[src/rtl/mario_pkg.sv]
// Shared types and playfield constants for the player, wall detector and renderers.
package mario_pkg;

  typedef enum logic [1:0] {
    GROUND = 2'd0,
    RISE   = 2'd1,
    FALL   = 2'd2
  } motion_state_t;

  localparam int Y_GROUND = 368;
  localparam int BG_MAX   = 400;

endpackage

[src/rtl/frame_tick_sync.sv]
// Brings the vsync-rate frame_clk into the Clk domain and emits a 1-cycle tick
// on each rising edge of the synchronized signal.
module frame_tick_sync (
  input  logic Clk,
  input  logic Reset,
  input  logic frame_clk,
  output logic tick
);

  // [0],[1] form the synchronizer; [2] holds the previous synced value.
  logic [2:0] sync_q;

  always_ff @(posedge Clk) begin
    if (Reset) sync_q <= 3'b000;
    else       sync_q <= {sync_q[1:0], frame_clk};
  end

  assign tick = sync_q[1] & ~sync_q[2];

endmodule

[src/rtl/player_motion.sv]
// Per-frame player kinematics: horizontal world column stepping plus a
// GROUND/RISE/FALL vertical FSM with jump, gravity and terminal fall speed.
module player_motion #(
  parameter int Y_GROUND = mario_pkg::Y_GROUND,
  parameter int Y_MIN    = 0,
  parameter int BG_MAX   = mario_pkg::BG_MAX,
  parameter int JUMP_V   = 12,
  parameter int GRAVITY  = 1,
  parameter int MAX_FALL = 8
) (
  input  logic       Clk,
  input  logic       Reset,
  input  logic       frame_clk,
  input  logic       key_left,
  input  logic       key_right,
  input  logic       key_jump,
  input  logic       can_up,
  input  logic       can_down,
  input  logic       can_left,
  input  logic       can_right,
  output logic [9:0] y_pos,
  output logic [8:0] bg_step,
  output logic       airborne,
  output logic       facing_left
);
  import mario_pkg::motion_state_t;
  import mario_pkg::GROUND;
  import mario_pkg::RISE;
  import mario_pkg::FALL;

  localparam logic [9:0]  Y_GND   = 10'(Y_GROUND);
  localparam logic [9:0]  Y_TOP   = 10'(Y_MIN);
  localparam logic [10:0] Y_GND_W = 11'(Y_GROUND);
  localparam logic [10:0] Y_TOP_W = 11'(Y_MIN);
  localparam logic [8:0]  BG_TOP  = 9'(BG_MAX);
  localparam logic [4:0]  V_JUMP  = 5'(JUMP_V);
  localparam logic [4:0]  V_GRAV  = 5'(GRAVITY);
  localparam logic [4:0]  V_MAX   = 5'(MAX_FALL);

  logic          tick;
  motion_state_t state_q, state_n;
  logic [9:0]    y_q, y_n;
  logic [8:0]    bg_q, bg_n;
  logic [4:0]    v_q, v_n;
  logic          face_q, face_n;
  logic          jump_req_q, jump_req_n;
  logic          jump_prev_q;
  logic          jump_edge, supported;
  logic [10:0]   y_wide, v_wide, y_rise, y_fall;
  logic [5:0]    v_inc;

  frame_tick_sync u_tick (
    .Clk      (Clk),
    .Reset    (Reset),
    .frame_clk(frame_clk),
    .tick     (tick)
  );

  assign jump_edge = key_jump & ~jump_prev_q;
  assign supported = ~can_down | (y_q >= Y_GND);
  assign y_wide    = {1'b0, y_q};
  assign v_wide    = {6'd0, v_q};
  assign y_rise    = y_wide - v_wide;
  assign y_fall    = y_wide + v_wide;
  assign v_inc     = {1'b0, v_q} + {1'b0, V_GRAV};

  always_comb begin
    state_n    = state_q;
    y_n        = y_q;
    bg_n       = bg_q;
    v_n        = v_q;
    face_n     = face_q;
    jump_req_n = jump_req_q | jump_edge;

    if (tick) begin
      // The request only lives for one frame; an edge landing on the tick
      // cycle itself is carried into the next frame.
      jump_req_n = jump_edge;

      if (key_right && !key_left) begin
        face_n = 1'b0;
        if (can_right && bg_q < BG_TOP) bg_n = bg_q + 9'd1;
      end else if (key_left && !key_right) begin
        face_n = 1'b1;
        if (can_left && bg_q != 9'd0) bg_n = bg_q - 9'd1;
      end

      case (state_q)
        GROUND: begin
          if (jump_req_q && can_up) begin
            state_n = RISE;
            v_n     = V_JUMP;
          end else if (!supported) begin
            state_n = FALL;
            v_n     = 5'd0;
          end
        end
        RISE: begin
          if (!can_up || v_q == 5'd0) begin
            state_n = FALL;
            v_n     = 5'd0;
          end else begin
            y_n = (y_wide < Y_TOP_W + v_wide) ? Y_TOP : y_rise[9:0];
            v_n = (v_q >= V_GRAV) ? v_q - V_GRAV : 5'd0;
          end
        end
        FALL: begin
          if (supported) begin
            state_n = GROUND;
            v_n     = 5'd0;
            if (y_q > Y_GND) y_n = Y_GND;
          end else begin
            y_n = (y_fall > Y_GND_W) ? Y_GND : y_fall[9:0];
            v_n = (v_inc > {1'b0, V_MAX}) ? V_MAX : v_inc[4:0];
          end
        end
        default: begin
          state_n = GROUND;
          v_n     = 5'd0;
        end
      endcase
    end
  end

  always_ff @(posedge Clk) begin
    if (Reset) begin
      state_q     <= GROUND;
      y_q         <= Y_GND;
      bg_q        <= 9'd0;
      v_q         <= 5'd0;
      face_q      <= 1'b0;
      jump_req_q  <= 1'b0;
      // Track the key through reset so a held key does not look like a new press.
      jump_prev_q <= key_jump;
    end else begin
      state_q     <= state_n;
      y_q         <= y_n;
      bg_q        <= bg_n;
      v_q         <= v_n;
      face_q      <= face_n;
      jump_req_q  <= jump_req_n;
      jump_prev_q <= key_jump;
    end
  end

  assign y_pos       = y_q;
  assign bg_step     = bg_q;
  assign airborne    = (state_q != GROUND);
  assign facing_left = face_q;

endmodule

[config.mk]
export PLATFORM = sky130hd
export DESIGN_NAME = player_motion
export DESIGN_NICKNAME = d
export VERILOG_FILES = /design/src/rtl/mario_pkg.sv /design/src/rtl/frame_tick_sync.sv /design/src/rtl/player_motion.sv
export SDC_FILE = /design/constraint.sdc
export NUM_CORES = 1
export LEC_CHECK = 0
export ABC_AREA = 0
export CORE_ASPECT_RATIO = 0.6
export CORE_MARGIN = 4
export CORE_UTILIZATION = 46
export DETAILED_ROUTE_END_ITERATION = 8
export PLACE_DENSITY = 0.67
export SYNTH_ARGS = -nofsm -noshare
export SYNTH_HDL_FRONTEND = slang
export SYNTH_SLANG_ARGS = --single-unit
[constraint.sdc]
create_clock -name Clk -period 3.8 [get_ports Clk]
set_input_delay 0.57 -clock Clk [delete_from_list [all_inputs] [get_ports Clk]]
set_output_delay 0.57 -clock Clk [all_outputs]
set_load 0.03 [all_outputs]
==> qor.yml <==
die:
  io_pins: 31
  die_height_um: 67.88
  rows: 21
  initial_core_util_pct: 48.43
  core_sq_mm: 0.005675
  die-area_sq_mm: 0.007317
  die_x_um: 107.8
route:
  num_vias: 2696
  drc: 0
  via_per_inst: 5.965
  drtIter0Drc: 178
  postRouteAntennaNets: 0
  wl_mm: 7.081
  avgRoutedWirePerCell_um: 15.67
  firstDrtPassIters: 5
synthesis:
  yosysSeqAreaShare_pct: 23.30
  synth-xor-area-share_pct: 4.142
  synthesis.nets: 385
  synth-simple-area-share_pct: 22.62
  postSynthCellCount: 346
  avgSynthCellArea_sq_um: 7.945
  synth_ff_type: "dfxtp_1"
  synth_fa_ha_area_share_pct: 14.02
  ys_warn_count: 0
  synthArstFlopShare_pct: 0
  syn_area_sq_mm: 0.002749
  synth_edf_count: 0
  ys_ff_latch: 32
  synth.area.mux_share_pct: 1.912
  synth_cell_types: 63
  synth_top_family_by_area: "compound AO/OA/AOI/OAI gates"
  synth_compound_area_share_pct: 27.90
grt:
  grt_pass1_wl_mm: 11.79
  grt_max_degree: 23
  grt_pass1_vias: 2358
  antenna_found_initial: 0
  grt.total_usage_pct: 20.32
  grt-ovfl-total: 0
finish:
  final_cells: 452
  final_area_sq_mm: 0.003198
  syn2layout_area_growth_pct: 16.34
  layout_commonest_cell: "dfxtp_1"
  nNetsFinal: 410
  num_antenna_cells: 0
  layout_common_cells: "32 x dfxtp_1, 30 x clkdlybuf4s50_1, 29 x a21oi_1, 28 x nand2_1, 27 x inv_1"
  drive_gt1_share_pct: 6.183
  fin_util_pct: 56.35
pwr:
  pwr-share-seq_pct: 50.0
  powerDensity_mw_per_mm2: 214.4
  total_power_uw: 685.5
  p_sw_uw: 172.0
  irDropWorstVdd_v: 0.0002045
  power_frac_clock_pct: 40.7
  p_sw_share_pct: 25.09
  comb_power_share_pct: 9.4
  p_leak_uw: 0.001192
  p_int_uw: 513.5
placement:
  place_area_sq_mm: 0.003105
  io_buffers: 30
  dpl.hpwl_mm: 5.491
  dp.cells: 444
  gp_congestion: 0.9051
clocking:
  cts_sinks: 32
  htreeDepth: 2
  clock_path_buffers: 2
  postCtsHoldBufs: 0
  cts_root_buf: "clkbuf_8"
  clkSlewWorstSetupHoldPaths_ns: 0.07
  cts_tree: "done"
  numCtsBuffers: 5
  post_cts_buffers: 0
  clk_latency_ns: 0.29
  cts_resized: 0
timing:
  fin_crit_sh_pct: 84.46
  finalClockSkew_ns: 0.01357
  layout_min_cycle_time_ns: 3.209
  setup_tns_ns: 0
  tightest_slew_ns: 0.7965
  fmax_mhz: 311.6
  hold_violations: 0
  rsz0062_at_grt: "no"
  slew-limit-headroom_pct: 46.85
  finalSetupViolations: 0
  slew_violations: 0
run:
  cap_violations: 0
setup_path:
  cp.required_ns: 3.97
  critPathLaunch: "key_right"
  crit_path_end_kind: "flip-flop"
  setup.worst_path.class: "input port to flip-flop"
  r2r-start: "v_q[0]"
  start_kind: "input port"
  cp_data_arrival_time_ns: 3.38
  crit_fanout: 8
worst_hold_path:
  hp-start: "u_tick.sync_q[0]"
  hp-class: "flip-flop to flip-flop"
status:
  status: "finished, final reports clean"
registers in the layout, summed over array words and instances, names as in the netlist:
name	count
facing_left	1
y_pos	10
state_q	2
jump_prev_q	1
v_q	5
bg_step	9
jump_req_q	1
u_tick.sync_q	3
routing by layer:
layer  track usage [%]  vias up  routed length [um]
met4             3.307        0                  36
li1                  -     1337                   -
met1             34.56     1259                3995
met3             3.676        6                 519
met2             25.31       94                2530
met5                 0        -                   0
power groups by stage:
stage	registers [uW]	logic (uW)	clock network, uW
floorplan	352	38.7	0
global placement	350	62.9	0
detailed placement	350	63.7	0
CTS	342	64.0	286
global route	343	71.9	301
finish	342	64.2	279
worst max-delay path, stage by stage:
cell,delay (ns)
clkdlybuf4s50_1,0.46
ha_1,0.25
inv_1,0.21
fa_1,0.44
a21oi_1,0.23
o211ai_1,0.15
a2111o_1,0.42
a21o_1,0.17
a21oi_1,0.15
mux2_2,0.34
cell families after synthesis:
group           Yosys count
simple gates            117
compound gates          108
buf+inv                  42
flops                    32
fa+ha+maj                29
xor+xnor                 13
mux                       5
cells in the mapped netlist, types with 3 or more instances:
| cell type | count | area (sq um) |
|---|---|---|
| dfxtp_1 | 32 | 640.6 |
| a21oi_1 | 29 | 145.1 |
| nand2_1 | 28 | 105.1 |
| inv_1 | 27 | 101.4 |
| ha_1 | 26 | 325.3 |
| nor2_1 | 23 | 86.33 |
| clkbuf_1 | 11 | 41.29 |
| o21ai_0 | 11 | 55.05 |
| nor3_1 | 10 | 50.05 |
| xnor2_1 | 9 | 78.83 |
| nand2b_1 | 8 | 50.05 |
| nand3_1 | 8 | 40.04 |
| nor2b_1 | 8 | 50.05 |
| o22ai_1 | 7 | 43.79 |
| a31oi_1 | 6 | 37.54 |
| o211ai_1 | 6 | 45.04 |
| a211oi_1 | 5 | 37.54 |
| a21o_1 | 5 | 37.54 |
| a31o_2 | 4 | 35.03 |
| nand3b_1 | 4 | 30.03 |
| nand4b_1 | 4 | 35.03 |
| nor4_1 | 4 | 25.02 |
| or3_1 | 4 | 25.02 |
| xor2_1 | 4 | 35.03 |
| a221oi_1 | 3 | 26.28 |
| fa_1 | 3 | 60.06 |
| mux2i_1 | 3 | 30.03 |
| nor3b_1 | 3 | 22.52 |
| nor4b_1 | 3 | 26.28 |
final timing paths:
path | to | slack [ns] | depth (start not counted)
max | bg_step[8] | 0.59 | 10
min | u_tick.sync_q[1] | 0.44 | 1
max reg2reg | y_pos[4] | 0.77 | 9
min reg2reg | u_tick.sync_q[1] | 0.44 | 1
per-stage QoR:
step                      setup slack, ns  hold WS (ns)
final                              0.5906        0.4354
after global routing               0.4077        0.4560
after CTS                          0.6094        0.4421
after detailed placement           0.3051        0.4358
after global placement             0.3784        0.4187
after floorplan                     1.004        0.4138
layout make-up:
type,count,area (sq um)
clock buffers,6,82.58
clock inverters,2,10.01
fillers,533,2477
inverters,27,101.3
multi-input cells,272,1941
flip-flops and latches,32,640.6
well taps,80,100.1
repair buffers,33,322.8
Power figures use the tool's default switching activity.
